--- src/rtl/huffman_pkg.sv ---
// Shared definitions for the Huffman front end (symbol counter and sorter).
package huffman_pkg;

    localparam int unsigned NUM_SYM = 6;
    localparam int unsigned CNT_W   = 8;

    typedef enum logic [1:0] {
        IDLE  = 2'd0,
        COUNT = 2'd1,
        DONE  = 2'd2,
        HOLD  = 2'd3
    } state_t;

    // A symbol is countable when it lies in 1..NUM_SYM.
    function automatic logic sym_legal(input int unsigned v);
        return (v >= 1) && (v <= NUM_SYM);
    endfunction

endpackage

--- src/rtl/sat_counter.sv ---
// Saturating up-counter with synchronous clear, one per histogram bin.
module sat_counter #(
    parameter int unsigned W = 8
) (
    input  logic         clk,
    input  logic         reset,
    input  logic         inc,
    input  logic         clr,
    output logic [W-1:0] cnt
);

    localparam logic [W-1:0] MAX = '1;

    // Clear has priority; increment stops at all-ones instead of wrapping.
    always_ff @(posedge clk or negedge reset) begin
        if (!reset) begin
            cnt <= '0;
        end else if (clr) begin
            cnt <= '0;
        end else if (inc && (cnt != MAX)) begin
            cnt <= cnt + W'(1);
        end
    end

endmodule

--- src/rtl/symbol_count.sv ---
// Frame histogram of symbols 1..6 feeding the Huffman sorter.
module symbol_count #(
    parameter int unsigned NUM_SAMPLES = 100,
    parameter int unsigned DATA_W      = 8,
    parameter int unsigned CNT_W       = 8
) (
    input  logic              clk,
    input  logic              reset,
    input  logic              gray_valid,
    input  logic [DATA_W-1:0] gray_data,
    output logic              gray_ready,
    input  logic              frame_clr,
    output logic [CNT_W-1:0]  CNT1,
    output logic [CNT_W-1:0]  CNT2,
    output logic [CNT_W-1:0]  CNT3,
    output logic [CNT_W-1:0]  CNT4,
    output logic [CNT_W-1:0]  CNT5,
    output logic [CNT_W-1:0]  CNT6,
    output logic              CNT_valid,
    output logic              err_sym
);

    import huffman_pkg::*;

    localparam int unsigned        SCNT_W   = $clog2(NUM_SAMPLES + 1);
    localparam logic [SCNT_W-1:0]  LAST_IDX = SCNT_W'(NUM_SAMPLES - 1);

    state_t              state;
    state_t              state_next;
    logic                ready_next;
    logic                valid_next;
    logic                accept;
    logic                last;
    logic                clr;
    logic                legal;
    logic [SCNT_W-1:0]   sample_cnt;
    logic [NUM_SYM-1:0]  inc;
    logic [CNT_W-1:0]    cnt [NUM_SYM];

    assign accept = gray_valid && gray_ready;
    assign last   = accept && (sample_cnt == LAST_IDX);
    assign clr    = (state == HOLD) && frame_clr;
    assign legal  = sym_legal(32'(gray_data));

    // One saturating bin per legal symbol value.
    for (genvar i = 0; i < NUM_SYM; i++) begin : g_bin
        assign inc[i] = accept && (gray_data == DATA_W'(i + 1));

        sat_counter #(.W(CNT_W)) u_bin (
            .clk   (clk),
            .reset (reset),
            .inc   (inc[i]),
            .clr   (clr),
            .cnt   (cnt[i])
        );
    end

    assign CNT1 = cnt[0];
    assign CNT2 = cnt[1];
    assign CNT3 = cnt[2];
    assign CNT4 = cnt[3];
    assign CNT5 = cnt[4];
    assign CNT6 = cnt[5];

    // State register.
    always_ff @(posedge clk or negedge reset) begin
        if (!reset) begin
            state <= IDLE;
        end else begin
            state <= state_next;
        end
    end

    // Next-state logic: count until the last sample, pulse DONE, hold until released.
    always_comb begin
        state_next = state;
        case (state)
            IDLE, COUNT: begin
                if (accept) begin
                    state_next = last ? DONE : COUNT;
                end
            end
            DONE:    state_next = HOLD;
            HOLD:    if (frame_clr) state_next = IDLE;
            default: state_next = IDLE;
        endcase
    end

    // Output decode from the upcoming state so ready/valid come straight from flops.
    always_comb begin
        ready_next = 1'b0;
        valid_next = 1'b0;
        if ((state_next == IDLE) || (state_next == COUNT)) begin
            ready_next = 1'b1;
        end
        if (state_next == DONE) begin
            valid_next = 1'b1;
        end
    end

    // Output registers for the handshake and frame-complete pulse.
    always_ff @(posedge clk or negedge reset) begin
        if (!reset) begin
            gray_ready <= 1'b1;
            CNT_valid  <= 1'b0;
        end else begin
            gray_ready <= ready_next;
            CNT_valid  <= valid_next;
        end
    end

    // Sample counter and sticky illegal-symbol flag, both cleared on frame release.
    always_ff @(posedge clk or negedge reset) begin
        if (!reset) begin
            sample_cnt <= '0;
            err_sym    <= 1'b0;
        end else if (clr) begin
            sample_cnt <= '0;
            err_sym    <= 1'b0;
        end else if (accept) begin
            sample_cnt <= sample_cnt + SCNT_W'(1);
            if (!legal) begin
                err_sym <= 1'b1;
            end
        end
    end

endmodule
--- config.mk ---
export PLATFORM = sky130hd
export DESIGN_NAME = symbol_count
export DESIGN_NICKNAME = d
export VERILOG_FILES = /design/src/rtl/huffman_pkg.sv /design/src/rtl/sat_counter.sv /design/src/rtl/symbol_count.sv
export SDC_FILE = /design/constraint.sdc
export NUM_CORES = 1
export LEC_CHECK = 0
export CORE_ASPECT_RATIO = 1.2
export CORE_MARGIN = 1.5
export CORE_UTILIZATION = 56
export DETAILED_ROUTE_END_ITERATION = 7
export GPL_TIMING_DRIVEN = 0
export HOLD_SLACK_MARGIN = 0.15
export PLACE_DENSITY = 0.85
export SYNTH_ARGS = -nofsm -noshare
export SYNTH_HDL_FRONTEND = slang
export SYNTH_SLANG_ARGS = --single-unit
export TNS_END_PERCENT = 10
--- constraint.sdc ---
create_clock -name clk -period 4.55 [get_ports clk]
set_input_delay 1.365 -clock clk [delete_from_list [all_inputs] [get_ports clk]]
set_output_delay 1.365 -clock clk [all_outputs]
set_load 0.02 [all_outputs]
Word level (Yosys, flattened, before mapping)

Cells that the tools add are included.

Magnitude comparators: 2
Muxes and demuxes: 23
Add/sub/neg operators: 7
Reduce and logical (&&, ||, !) cells: 28
Equality and inequality tests: 19

Operators with widths:

| kind                                                                                | number |
|---|---|
| 8-bit two-way mux                                                                   | 12 |
| 8-bit by 1-bit adder with 8-bit output, second input constant                       | 6 |
| 8-bit inequality test, second input constant                                        | 6 |
| 8-bit by 3-bit == test with 1-bit output, second input constant                     | 3 |
| 8-bit by 2-bit == test with 1-bit output, second input constant                     | 2 |
| 1-bit logical AND                                                                   | 16 |
| 7-bit two-way mux                                                                   | 2 |
| 2-bit nonzero test                                                                  | 7 |
| 8-bit by 1-bit == test with 1-bit output, second input constant                     | 1 |
| 8-bit by 1-bit greater-or-equal comparator with 1-bit output, second input constant | 1 |
| 8-bit by 3-bit less-or-equal comparator with 1-bit output, second input constant    | 1 |
| 7-bit by 1-bit adder with 7-bit output, second input constant                       | 1 |
| 7-bit == test, second input constant                                                | 1 |
| 2-bit == test, second input constant                                                | 3 |
| 2-bit two-way mux                                                                   | 3 |
| 2-bit one-hot mux with 3 select lines                                               | 1 |
| 1-bit two-way mux                                                                   | 5 |
| 2-bit by 1-bit == test with 1-bit output, second input constant                     | 2 |
| 2-bit zero test                                                                     | 2 |
| 2-bit inequality test, second input constant                                        | 1 |
| 2-bit AND reduction                                                                 | 1 |
| 2-bit OR reduction                                                                  | 1 |
| 1-bit logical OR                                                                    | 1 |

Logic and storage cells: 90
Flip-flop bits (word level): 60
Bits of input ports: 12

Logic depth before layout (Yosys ltp)

Gate-level depths: netlist (run 1).

Depth after elaboration: 8
Gate-level depth with buffers: 6
Depth with buffers taken out: 5

Cells and area by module

Synthesis (run 1) repeated with hierarchy kept, for this count alone.

Cell total of the unflattened synthesis: 361
Area, all modules: 3407.0 sq um

By module, submodules not included:

| module       | cells each | sequential area each (sq um) | times used | area each (sq um) |
|---|---|---|---|---|
| sat_counter  | 49         | 200.2                        | 6          | 464.2 |
| symbol_count | 67         | 301.5                        | 1          | 621.8 |

Worst setup path after synthesis (run 1)

No wires, ideal clock.

Kind: input -> register
Start: input gray_data[4]
End: register g_bin[3].u_bin.cnt[3]
Path buffers: 1
Setup slack: 1.333 ns
Stages: 5
Arrival: 3.139 ns
Cell sequence: or4_4 > or4_1 > buf_2 > or4_1 > a21oi_1

Word-level cells in the longest chain between the ends: 4

RTL lines:

| element                                  | RTL line           | source |
|---|---|---|
| from (decl)                              | symbol_count.sv:10 | `input logic [DATA_W-1:0] gray_data,` |
| 8-bit by 3-bit == test with 1-bit output | symbol_count.sv:47 | `assign inc[i] = accept && (gray_data == DATA_W'(i + 1));` |
| 1-bit logical AND                        | symbol_count.sv:47 |  |
| 1-bit logical AND                        | sat_counter.sv:20  | `end else if (inc && (cnt != MAX)) begin` |
| 2-bit nonzero test (no line)             | n/a                |  |
| to (signal assigned)                     | sat_counter.sv:21  | `cnt <= cnt + W'(1);` |
| to (decl)                                | sat_counter.sv:9   | `output logic [W-1:0] cnt` |

Every way passes these cells.
A chain may end at the register's enable or synchronous reset.

Worst setup path after layout (run 1)

Start: input gray_valid
End: register g_bin[0].u_bin.cnt[0]

Word-level cells in the longest chain between the ends: 4

RTL lines:

| element                      | RTL line           | source |
|---|---|---|
| from (decl)                  | symbol_count.sv:9  | `input logic gray_valid,` |
| 1-bit logical AND            | symbol_count.sv:40 | `assign accept = gray_valid && gray_ready;` |
| 1-bit logical AND            | symbol_count.sv:47 |  |
| 1-bit logical AND            | sat_counter.sv:20  |  |
| 2-bit nonzero test (no line) | n/a                |  |
| to (signal assigned)         | sat_counter.sv:21  |  |
| to (decl)                    | sat_counter.sv:9   |  |

Every way passes these cells.

==> impl_metrics.tcl, run 1 <==
set metrics [dict create \
    clock_path_buffers 2 \
    synth_area_leader_cell "dfrtp_1" \
    async_flop_share 1.00 \
    globalplace.congestion 0.889 \
    regToRegSetupSlack_ns 1.81 \
    crit_arrival_ns 3.96 \
    ir_drop_mv 0.269 \
    ctsHoldBuffers 0 \
    wl_per_cell_um 15.9 \
    yosysUniqueCellTypes 46 \
    crit_family "simple AND/OR/NAND/NOR gates" \
    synth_common_cells "dfrtp_1, a21oi_1, nand3_1" \
    route.detailed.drc 0 \
    numCtsBuffers 9 \
    rsz0062_at_grt "false" \
    grt_max_degree 35 \
    syn_avg_cell_area_um2 9.25 \
    root_buffer "clkbuf_8" \
    grt_pass1_wl_um 13500 \
    totalNegativeSetupSlack_ns 0 \
    die-area_um2 6350 \
    cts_num_sinks 60 \
    gr-total-overflow 0 \
    synthToLayoutAreaGrowth_pct 27.7 \
    hp-class "register to register" \
    yosysMostFrequentCell "dfrtp_1" \
    io_pins 63 \
    final-max-slew-violation-count 0 \
    ys_ff_latch 60 \
    fin_skew_ns 0.00621 \
    cts_setup_buffers 0 \
    tritoncts "yes" \
    wirelength_um 8170 \
    synth_flop_cell "dfrtp_1" \
    pwr-share-comb 0.125 \
    p_sw_w 0.000318 \
    path_buf_inv 2 \
    cp_slowest_cell "nor4bb_1" \
    first_pass_iters 7 \
    port_buffers 61 \
    cts_htree_levels 3 \
    path_max_fanout 10 \
    required_ns 4.82 \
    worstSetupStartpointType "primary input" \
    ys_warn_count 0 \
    die_w_um 73.0 \
    diodes 0 \
    yosysSeqAreaShare 0.456 \
    path_cells "clkdlybuf4s50_1 -> nor4bb_1 -> o21ai_0 -> clkbuf_1 -> or3_1 -> a21oi_1" \
    p_int_w 0.000880 \
    cp-end-kind "register" \
    grtUsageTotal 0.271 \
    clkPwrFrac 0.377 \
    core_um2 5670 \
    worst_pin_slew_ns 0.887 \
    min_period_ns 3.69 \
    setup_viol 0 \
    grt_pass1_vias 2933 \
    post-dp-hpwl_um 5920 \
    drt_iter0_drc 206 \
    fmax_ghz 0.271 \
    p_leak_nw 1.59 \
    nets 448 \
    syn_nets 375 \
    yosysTopAreaCellShare 0.448 \
    cts.reportedPaths.clkPinSlew_ns 0.07 \
    slew_headroom 0.401 \
    crit_type "primary input to register" \
    cp_slowest_stage_delay_ns 0.73 \
    whs_ns 0.504 \
    syn_area_um2 3290 \
    power.density_nw_per_um2 285 \
    fin_crit_sh 0.811 \
    postCtsResizedCells 0 \
    layout-drive-gt1-share 0.0554 \
    cap_viol_max_count 0 \
    start_util 0.581 \
    seq_power_share 0.499 \
    switching_share 0.266 \
    fp-row-count 30 \
    vias 3233 \
    die_y_um 87.0 \
    antenna_left 0 \
    vias_per_cell 6.30 \
    hold_viol 0 \
    syn_inst 356 \
    synthTopCellsByArea "dfrtp_1, a21oi_1, or4_1" \
    status "completed" \
    clk_latency_ns 0.34 \
    synth_edf_count 0 \
    antenna_found_initial 0 \
]
[area by class of cell]
cell class	count	area (um^2)
clock inverters	1	5.00
plain buffers	20	76.3
multi-input cells	271	1700
inverters	5	18.8
well taps	80	100
repair buffers	62	626
clock buffers	14	183
fillers	431	1460
flip-flops and latches	60	1500
[path summary, 6_finish.rpt]
| check | endpoint | start | cells after the start |
|---|---|---|---|
| setup reg to reg | g_bin[0].u_bin.cnt[0]$_DFFE_PN0P_ | gray_ready$_DFF_PN1_ | 5 |
| hold reg to reg | CNT_valid$_DFF_PN0_ | state[1]$_DFF_PN0_ | 1 |
| max in group asynchronous | gray_ready$_DFF_PN1_ | reset | 2 |
| hold / removal | CNT_valid$_DFF_PN0_ | state[1]$_DFF_PN0_ | 1 |
| setup / recovery | g_bin[0].u_bin.cnt[0]$_DFFE_PN0P_ | gray_valid | 6 |
| min in group asynchronous | g_bin[1].u_bin.cnt[4]$_DFFE_PN0P_ | reset | 1 |
[flip-flops by register name, summed over array words and instances, names as in the netlist]
signal	cells
err_sym	1
g_bin.u_bin.cnt	48
CNT_valid	1
sample_cnt	7
state	2
gray_ready	1
[power groups by stage]
stage / Combinational [W] / Clock [W] / Sequential [W]
floorplan: 0.0000773 / 0 / 0.000610
global placement: 0.000143 / 0 / 0.000605
detailed placement: 0.000150 / 0 / 0.000607
CTS: 0.000151 / 0.000455 / 0.000597
global route: 0.000167 / 0.000482 / 0.000602
finish: 0.000149 / 0.000451 / 0.000598
[cells by family after synthesis]
group,after synthesis,synth area share
buffers and inverters,25,0.0289
and+or+nand+nor,161,0.288
DFF,60,0.456
xor gates and xnor gates,5,0.0133
AOI/OAI and AO/OA,95,0.178
muxes,3,0.00912
adders and majority gates,7,0.0266
[layout by cell type, fill, tap and decap left out, types with 6 or more instances in the layout]
cell and instances:
nand4_1 15, clkbuf_1 20, a21oi_1 38, nand3_1 29
or3_1 10, o31ai_1 22, o21ai_0 17, nor2_1 19
or4_1 24, and3_1 8, ha_1 7, clkbuf_8 13
nor3_1 6, clkdlybuf4s50_1 60, dfrtp_1 59, nand2_1 20
[per-layer routing]
metal | up-vias | share of wire | GRT usage
met5 | - | 0 | 0
li1 | 1533 | - | -
met3 | 17 | 0.057 | 0.0718
met4 | 0 | 0.021 | 0.110
met2 | 121 | 0.49 | 0.424
met1 | 1562 | 0.43 | 0.357
[through the flow]
step	setup slack, ns	instances	instance area (um^2)	util	total power [W]
after floorplan	1.33	356	3290	-	0.000687
after global placement	0.178	497	4000	0.706	0.000748
after detailed placement	0.571	498	4020	0.709	0.000757
after CTS	0.933	513	4210	0.742	0.00120
after global routing	0.770	513	4210	0.742	0.00125
final	0.859	513	4210	0.742	0.00120
[worst reg2reg max path: stages, from the launching register on]
cell	delay (ns)
dfstp_2	0.57
nor4bb_1	0.78
o21ai_0	0.49
clkbuf_1	0.33
or3_1	0.36
a21oi_1	0.14
Power figures use the tool's default switching activity.
==> run 2, diff against run 1 <==
--- a/config.mk
+++ b/config.mk
@@ -7,11 +7,11 @@
 export LEC_CHECK = 0
 export CORE_ASPECT_RATIO = 1.2
 export CORE_MARGIN = 1.5
-export CORE_UTILIZATION = 56
+export CORE_UTILIZATION = 52
 export DETAILED_ROUTE_END_ITERATION = 7
 export GPL_TIMING_DRIVEN = 0
 export HOLD_SLACK_MARGIN = 0.15
-export PLACE_DENSITY = 0.85
+export PLACE_DENSITY = 0.8
 export SYNTH_ARGS = -nofsm -noshare
 export SYNTH_HDL_FRONTEND = slang
 export SYNTH_SLANG_ARGS = --single-unit
==> constraint.sdc (replaced) <==
create_clock -name clk -period 3.6 [get_ports clk]
set_input_delay 1.08 -clock clk [delete_from_list [all_inputs] [get_ports clk]]
set_output_delay 1.08 -clock clk [all_outputs]
set_load 0.02 [all_outputs]
==> run 2 against run 1 <==
Sequential power rose by 26%. Via count fell by 1.9%. Flip-flop and latch count did not move. Critical path type unchanged. Largest cell class unchanged. Largest power group unchanged.
==> impl_metrics.tcl, run 2 (synthesis gave the netlist of run 1 again) <==
set metrics [dict create \
    status "completed" \
    p_leak_nw 1.59 \
    path_buf_inv 2 \
    hold_viol 0 \
    top_regs "g_bin.u_bin.cnt: 48 flops, sample_cnt: 7 flops, state: 2 flops" \
    ctsHoldBuffers 0 \
    clk_latency_ns 0.33 \
    post-dp-hpwl_um 5850 \
    postCtsResizedCells 0 \
    largest_reg_flops 48 \
    setup_viol 0 \
    worstSetupStartpointType "primary input" \
    worst_pin_slew_ns 0.848 \
    hp-class "register to register" \
    cp_slowest_stage_delay_ns 0.70 \
    clock_path_buffers 2 \
    ir_drop_mv 0.320 \
    grt_pass1_wl_um 14000 \
    min_period_ns 3.38 \
    grt_pass1_vias 2964 \
    cts_htree_levels 3 \
    synthToLayoutAreaGrowth_pct 27.8 \
    port_buffers 61 \
    cp_slowest_cell "nor4bb_1" \
    die-area_um2 6820 \
    io_pins 63 \
    first_pass_iters 5 \
    cap_viol_max_count 0 \
    gr-total-overflow 0 \
    crit_arrival_ns 3.63 \
    antenna_found_initial 0 \
    antenna_left 0 \
    grt_max_degree 39 \
    crit_type "primary input to register" \
    layout-drive-gt1-share 0.0554 \
    largest-register "g_bin.u_bin.cnt" \
    cts.reportedPaths.clkPinSlew_ns 0.07 \
    cts_num_sinks 60 \
    final_util 0.691 \
    grtUsageTotal 0.261 \
    crit_family "simple AND/OR/NAND/NOR gates" \
    power.density_nw_per_um2 362 \
    vias_per_cell 6.16 \
    final-max-slew-violation-count 0 \
    fin_skew_ns 0.00794 \
    drt_iter0_drc 194 \
    path_max_fanout 10 \
    rsz0062_at_grt "false" \
    vias 3172 \
    wirelength_um 8410 \
    cp-end-kind "register" \
    fmax_ghz 0.296 \
    fp-row-count 31 \
    final_common_cell "clkdlybuf4s50_1" \
    route.detailed.drc 0 \
    finalPower_w 0.00152 \
    diodes 0 \
    final_cell_mix "clkdlybuf4s50_1, dfrtp_1, a21oi_1" \
    wl_per_cell_um 16.3 \
    numCtsBuffers 9 \
    root_buffer "clkbuf_8" \
    core_um2 6090 \
    required_ns 3.85 \
    die_y_um 90.2 \
    cts_setup_buffers 0 \
    globalplace.congestion 0.877 \
    fillers 521 \
    start_util 0.541 \
    nets 448 \
    whs_ns 0.504 \
    slew_headroom 0.427 \
    fin_crit_sh 0.938 \
    die_w_um 75.6 \
    tritoncts "yes" \
    totalNegativeSetupSlack_ns 0 \
    path_cells "clkdlybuf4s50_1 -> nor4bb_1 -> o21ai_0 -> clkbuf_1 -> or3_1 -> a21oi_1" \
]
==> run 2: cell counts in the layout (fill, tap and decap cells not counted) <==
Identical to the previous run, type by type.
==> run 2: worst reg2reg max path: cells and delay by family (launching register included) <==
kind	cells	cell delay [ns]
AND/OR/NAND/NOR	2	1.11
buffers and inverters	1	0.33
flip-flops	1	0.57
AO/OA/AOI/OAI	2	0.61
==> run 2: final timing paths <==
kind / slack [ns] / cells past startpoint / to / from
min in group asynchronous: 0.73 / 1 / g_bin[4].u_bin.cnt[3]$_DFFE_PN0P_ / reset
max in group asynchronous: 2.20 / 2 / gray_ready$_DFF_PN1_ / reset
worst min register to register: 0.50 / 2 / err_sym$_DFFE_PN0P_ / err_sym$_DFFE_PN0P_
worst min-delay path: 0.50 / 2 / err_sym$_DFFE_PN0P_ / err_sym$_DFFE_PN0P_
worst max register to register: 0.92 / 5 / g_bin[1].u_bin.cnt[0]$_DFFE_PN0P_ / gray_ready$_DFF_PN1_
worst max-delay path: 0.22 / 6 / g_bin[1].u_bin.cnt[0]$_DFFE_PN0P_ / gray_valid
==> run 2: layout make-up <==
| cell class | instances | area (um^2) | area share |
|---|---|---|---|
| buffer | 20 | 76.3 | 0.0181 |
| clock buffer | 14 | 183 | 0.0434 |
| clock inverter | 1 | 5.00 | 0.00119 |
| inverter | 5 | 18.8 | 0.00446 |
| multi-input combinational | 271 | 1700 | 0.403 |
| sequential | 60 | 1500 | 0.357 |
| tap | 82 | 103 | 0.0244 |
| timing repair buffer | 62 | 626 | 0.149 |
==> run 2: routing by layer <==
layer  up-vias  share of wire  GRT usage
li1       1532              -          -
met1      1527           0.44      0.372
met2       101           0.50      0.401
met3        12          0.045     0.0303
met4         0          0.016     0.0997
met5         -              0          0
==> run 2: report_power, final <==
part / switching (W) / total [W] / internal (W)
Clock: 0.000258 / 0.000579 / 0.000321
Sequential: 0.0000403 / 0.000755 / 0.000714
Combinational: 0.000111 / 0.000188 / 0.0000769
Total: 0.000410 / 0.00152 / 0.00111
==> run 2: per-stage QoR <==
stage,worst slack [ns],instances,instance area [um^2]
2_1_floorplan,0.668,356,3290
3_3_place_gp,-0.503,499,4010
3_5_place_dp,-0.0771,500,4020
4_1_cts,0.263,515,4210
5_1_grt,0.0770,515,4210
6_report,0.223,515,4210
==> run 3, diff against run 2 <==
--- a/config.mk
+++ b/config.mk
@@ -6,7 +6,7 @@
 export NUM_CORES = 1
 export LEC_CHECK = 0
 export CORE_ASPECT_RATIO = 1.2
-export CORE_MARGIN = 1.5
+export CORE_MARGIN = 8
 export CORE_UTILIZATION = 52
 export DETAILED_ROUTE_END_ITERATION = 7
 export GPL_TIMING_DRIVEN = 0
==> constraint.sdc (replaced) <==
create_clock -name clk -period 3.5 [get_ports clk]
set_input_delay 1.05 -clock clk [delete_from_list [all_inputs] [get_ports clk]]
set_output_delay 1.05 -clock clk [all_outputs]
set_load 0.02 [all_outputs]
==> run 3 against run 2 <==
Sequential power grew 2.9%. Largest power group unchanged. Clock-buffer cell count fell by 1. Cell count grew 0.19%. Largest cell class unchanged. Critical endpoint unchanged.
==> impl_metrics.tcl, run 3 (synthesis gave the netlist of run 1 again) <==
set metrics [dict create \
    post-dp-hpwl_um 6320 \
    fp-row-count 31 \
    cts_setup_buffers 0 \
    nets 448 \
    p_sw_w 0.000430 \
    power.density_nw_per_um2 385 \
    worstSetupStartpointType "primary input" \
    top_regs "g_bin.u_bin.cnt: 48 flops, sample_cnt: 7 flops, state: 2 flops" \
    io_pins 63 \
    required_ns 3.76 \
    cts_num_sinks 60 \
    status "completed" \
    antenna_left 0 \
    switching_share 0.264 \
    final_common_cell "clkdlybuf4s50_1" \
    core_um2 6090 \
    pwr-share-comb 0.119 \
    setup_viol 0 \
    ctsHoldBuffers 0 \
    multi_input_area_um2 1700 \
    route.detailed.drc 0 \
    grt_max_degree 38 \
    gr-total-overflow 0 \
    port_buffers 61 \
    grt_pass1_vias 3150 \
    grt_pass1_wl_um 14900 \
    grtUsageTotal 0.207 \
    seq_power_share 0.476 \
    vias 3212 \
    cp_slowest_stage_delay_ns 0.60 \
    layout-drive-gt1-share 0.0576 \
    wl_per_cell_um 17.1 \
    path_buf_inv 2 \
    cp-startpoint "gray_valid" \
    cap_viol_max_count 0 \
    hp-class "register to register" \
    diodes 0 \
    final-max-slew-violation-count 0 \
    clkPwrFrac 0.405 \
    start_util 0.541 \
    die_w_um 88.6 \
    cts_htree_levels 3 \
    drt_iter0_drc 137 \
    cp_slowest_cell "nor4bb_1" \
    ir_drop_mv 0.370 \
    hold_path.startpoint "state[1]$_DFF_PN0_" \
    die-area_um2 9150 \
    worst_pin_slew_ns 0.754 \
    crit_family "simple AND/OR/NAND/NOR gates" \
    finalPower_w 0.00163 \
    final_cell_mix "clkdlybuf4s50_1, dfrtp_1, a21oi_1" \
    largest-register "g_bin.u_bin.cnt" \
    wirelength_um 8840 \
    root_buffer "clkbuf_8" \
    regArea_um2 1500 \
    crit_arrival_ns 3.46 \
    min_period_ns 3.20 \
    hold_viol 0 \
    globalplace.congestion 0.860 \
    final_util 0.695 \
    synthToLayoutAreaGrowth_pct 28.6 \
    fmax_ghz 0.313 \
    cp-end-kind "register" \
    path_max_fanout 10 \
    antenna_found_initial 0 \
    fillers 508 \
    vias_per_cell 6.22 \
    die_y_um 103 \
    fin_skew_ns 0.00780 \
    cts.reportedPaths.clkPinSlew_ns 0.07 \
    clock_path_buffers 2 \
    p_leak_nw 1.60 \
    first_pass_iters 4 \
    numCtsBuffers 9 \
    clk_latency_ns 0.34 \
    crit_type "primary input to register" \
    slew_headroom 0.493 \
    r2r-start "gray_ready$_DFF_PN1_" \
    fin_crit_sh 0.914 \
    postCtsResizedCells 0 \
    largest_reg_flops 48 \
    rsz0062_at_grt "false" \
    tritoncts "yes" \
    p_int_w 0.00120 \
    path_cells "clkdlybuf4s50_1 -> nor4bb_1 -> o21ai_0 -> clkbuf_1 -> or3_1 -> a21oi_1" \
]
run 3: changes by cell type in the layout (fill, tap and decap cells not counted):
cell	previous run	this run
clkbuf_8	13	12
bufinv_16	0	1
clkinv_4	0	1
run 3: layer usage:
metal / routed length, um / track usage / up-vias
met3: 521 / 0.0530 / 15
li1: - / - / 1522
met1: 3670 / 0.244 / 1577
met2: 4480 / 0.343 / 98
met5: 0 / 0 / -
met4: 172 / 0.0952 / 0
run 3: final timing paths:
path / end / slack (ns) / cells past startpoint
setup / recovery: g_bin[1].u_bin.cnt[0]$_DFFE_PN0P_ / 0.30 / 6
hold / removal: CNT_valid$_DFF_PN0_ / 0.47 / 1
setup reg to reg: g_bin[1].u_bin.cnt[0]$_DFFE_PN0P_ / 0.93 / 5
hold reg to reg: CNT_valid$_DFF_PN0_ / 0.47 / 1
max in group asynchronous: g_bin[3].u_bin.cnt[1]$_DFFE_PN0P_ / 2.23 / 2
min in group asynchronous: g_bin[0].u_bin.cnt[6]$_DFFE_PN0P_ / 0.70 / 1
run 3: worst register-to-register path, cell delays in order, from the launching register on:
cell and delay, ns:
dfstp_2 0.57, nor4bb_1 0.66, o21ai_0 0.43, clkbuf_1 0.33
or3_1 0.36, a21oi_1 0.14
run 3: final cells by class:
| type | instances | area share |
|---|---|---|
| buffer | 20 | 0.0180 |
| clock buffer | 13 | 0.0399 |
| clock inverter | 3 | 0.0103 |
| inverter | 5 | 0.00443 |
| multi-input combinational | 271 | 0.400 |
| sequential | 60 | 0.355 |
| tap | 82 | 0.0242 |
| timing repair buffer | 62 | 0.148 |
run 3: metrics by stage:
step	hold slack (ns)	instance area [um^2]	setup TNS [ns]	std cells	worst slack (ns)
after global placement	0.475	4010	-34.14	499	-0.582
after floorplan	0.436	3290	0	356	0.598
final	0.473	4230	0	516	0.301
after detailed placement	0.469	4020	-0.0479	500	-0.0424
after global routing	0.505	4230	0	516	0.122
after CTS	0.479	4230	0	516	0.315
run 3: power groups by stage:
stage                     registers [W]  logic, W  clock network, W
after floorplan                0.000793  0.000100                 0
after global placement         0.000787  0.000188                 0
after detailed placement       0.000789  0.000195                 0
after CTS                      0.000777  0.000196          0.000670
after global routing           0.000784  0.000218          0.000707
final                          0.000777  0.000194          0.000661
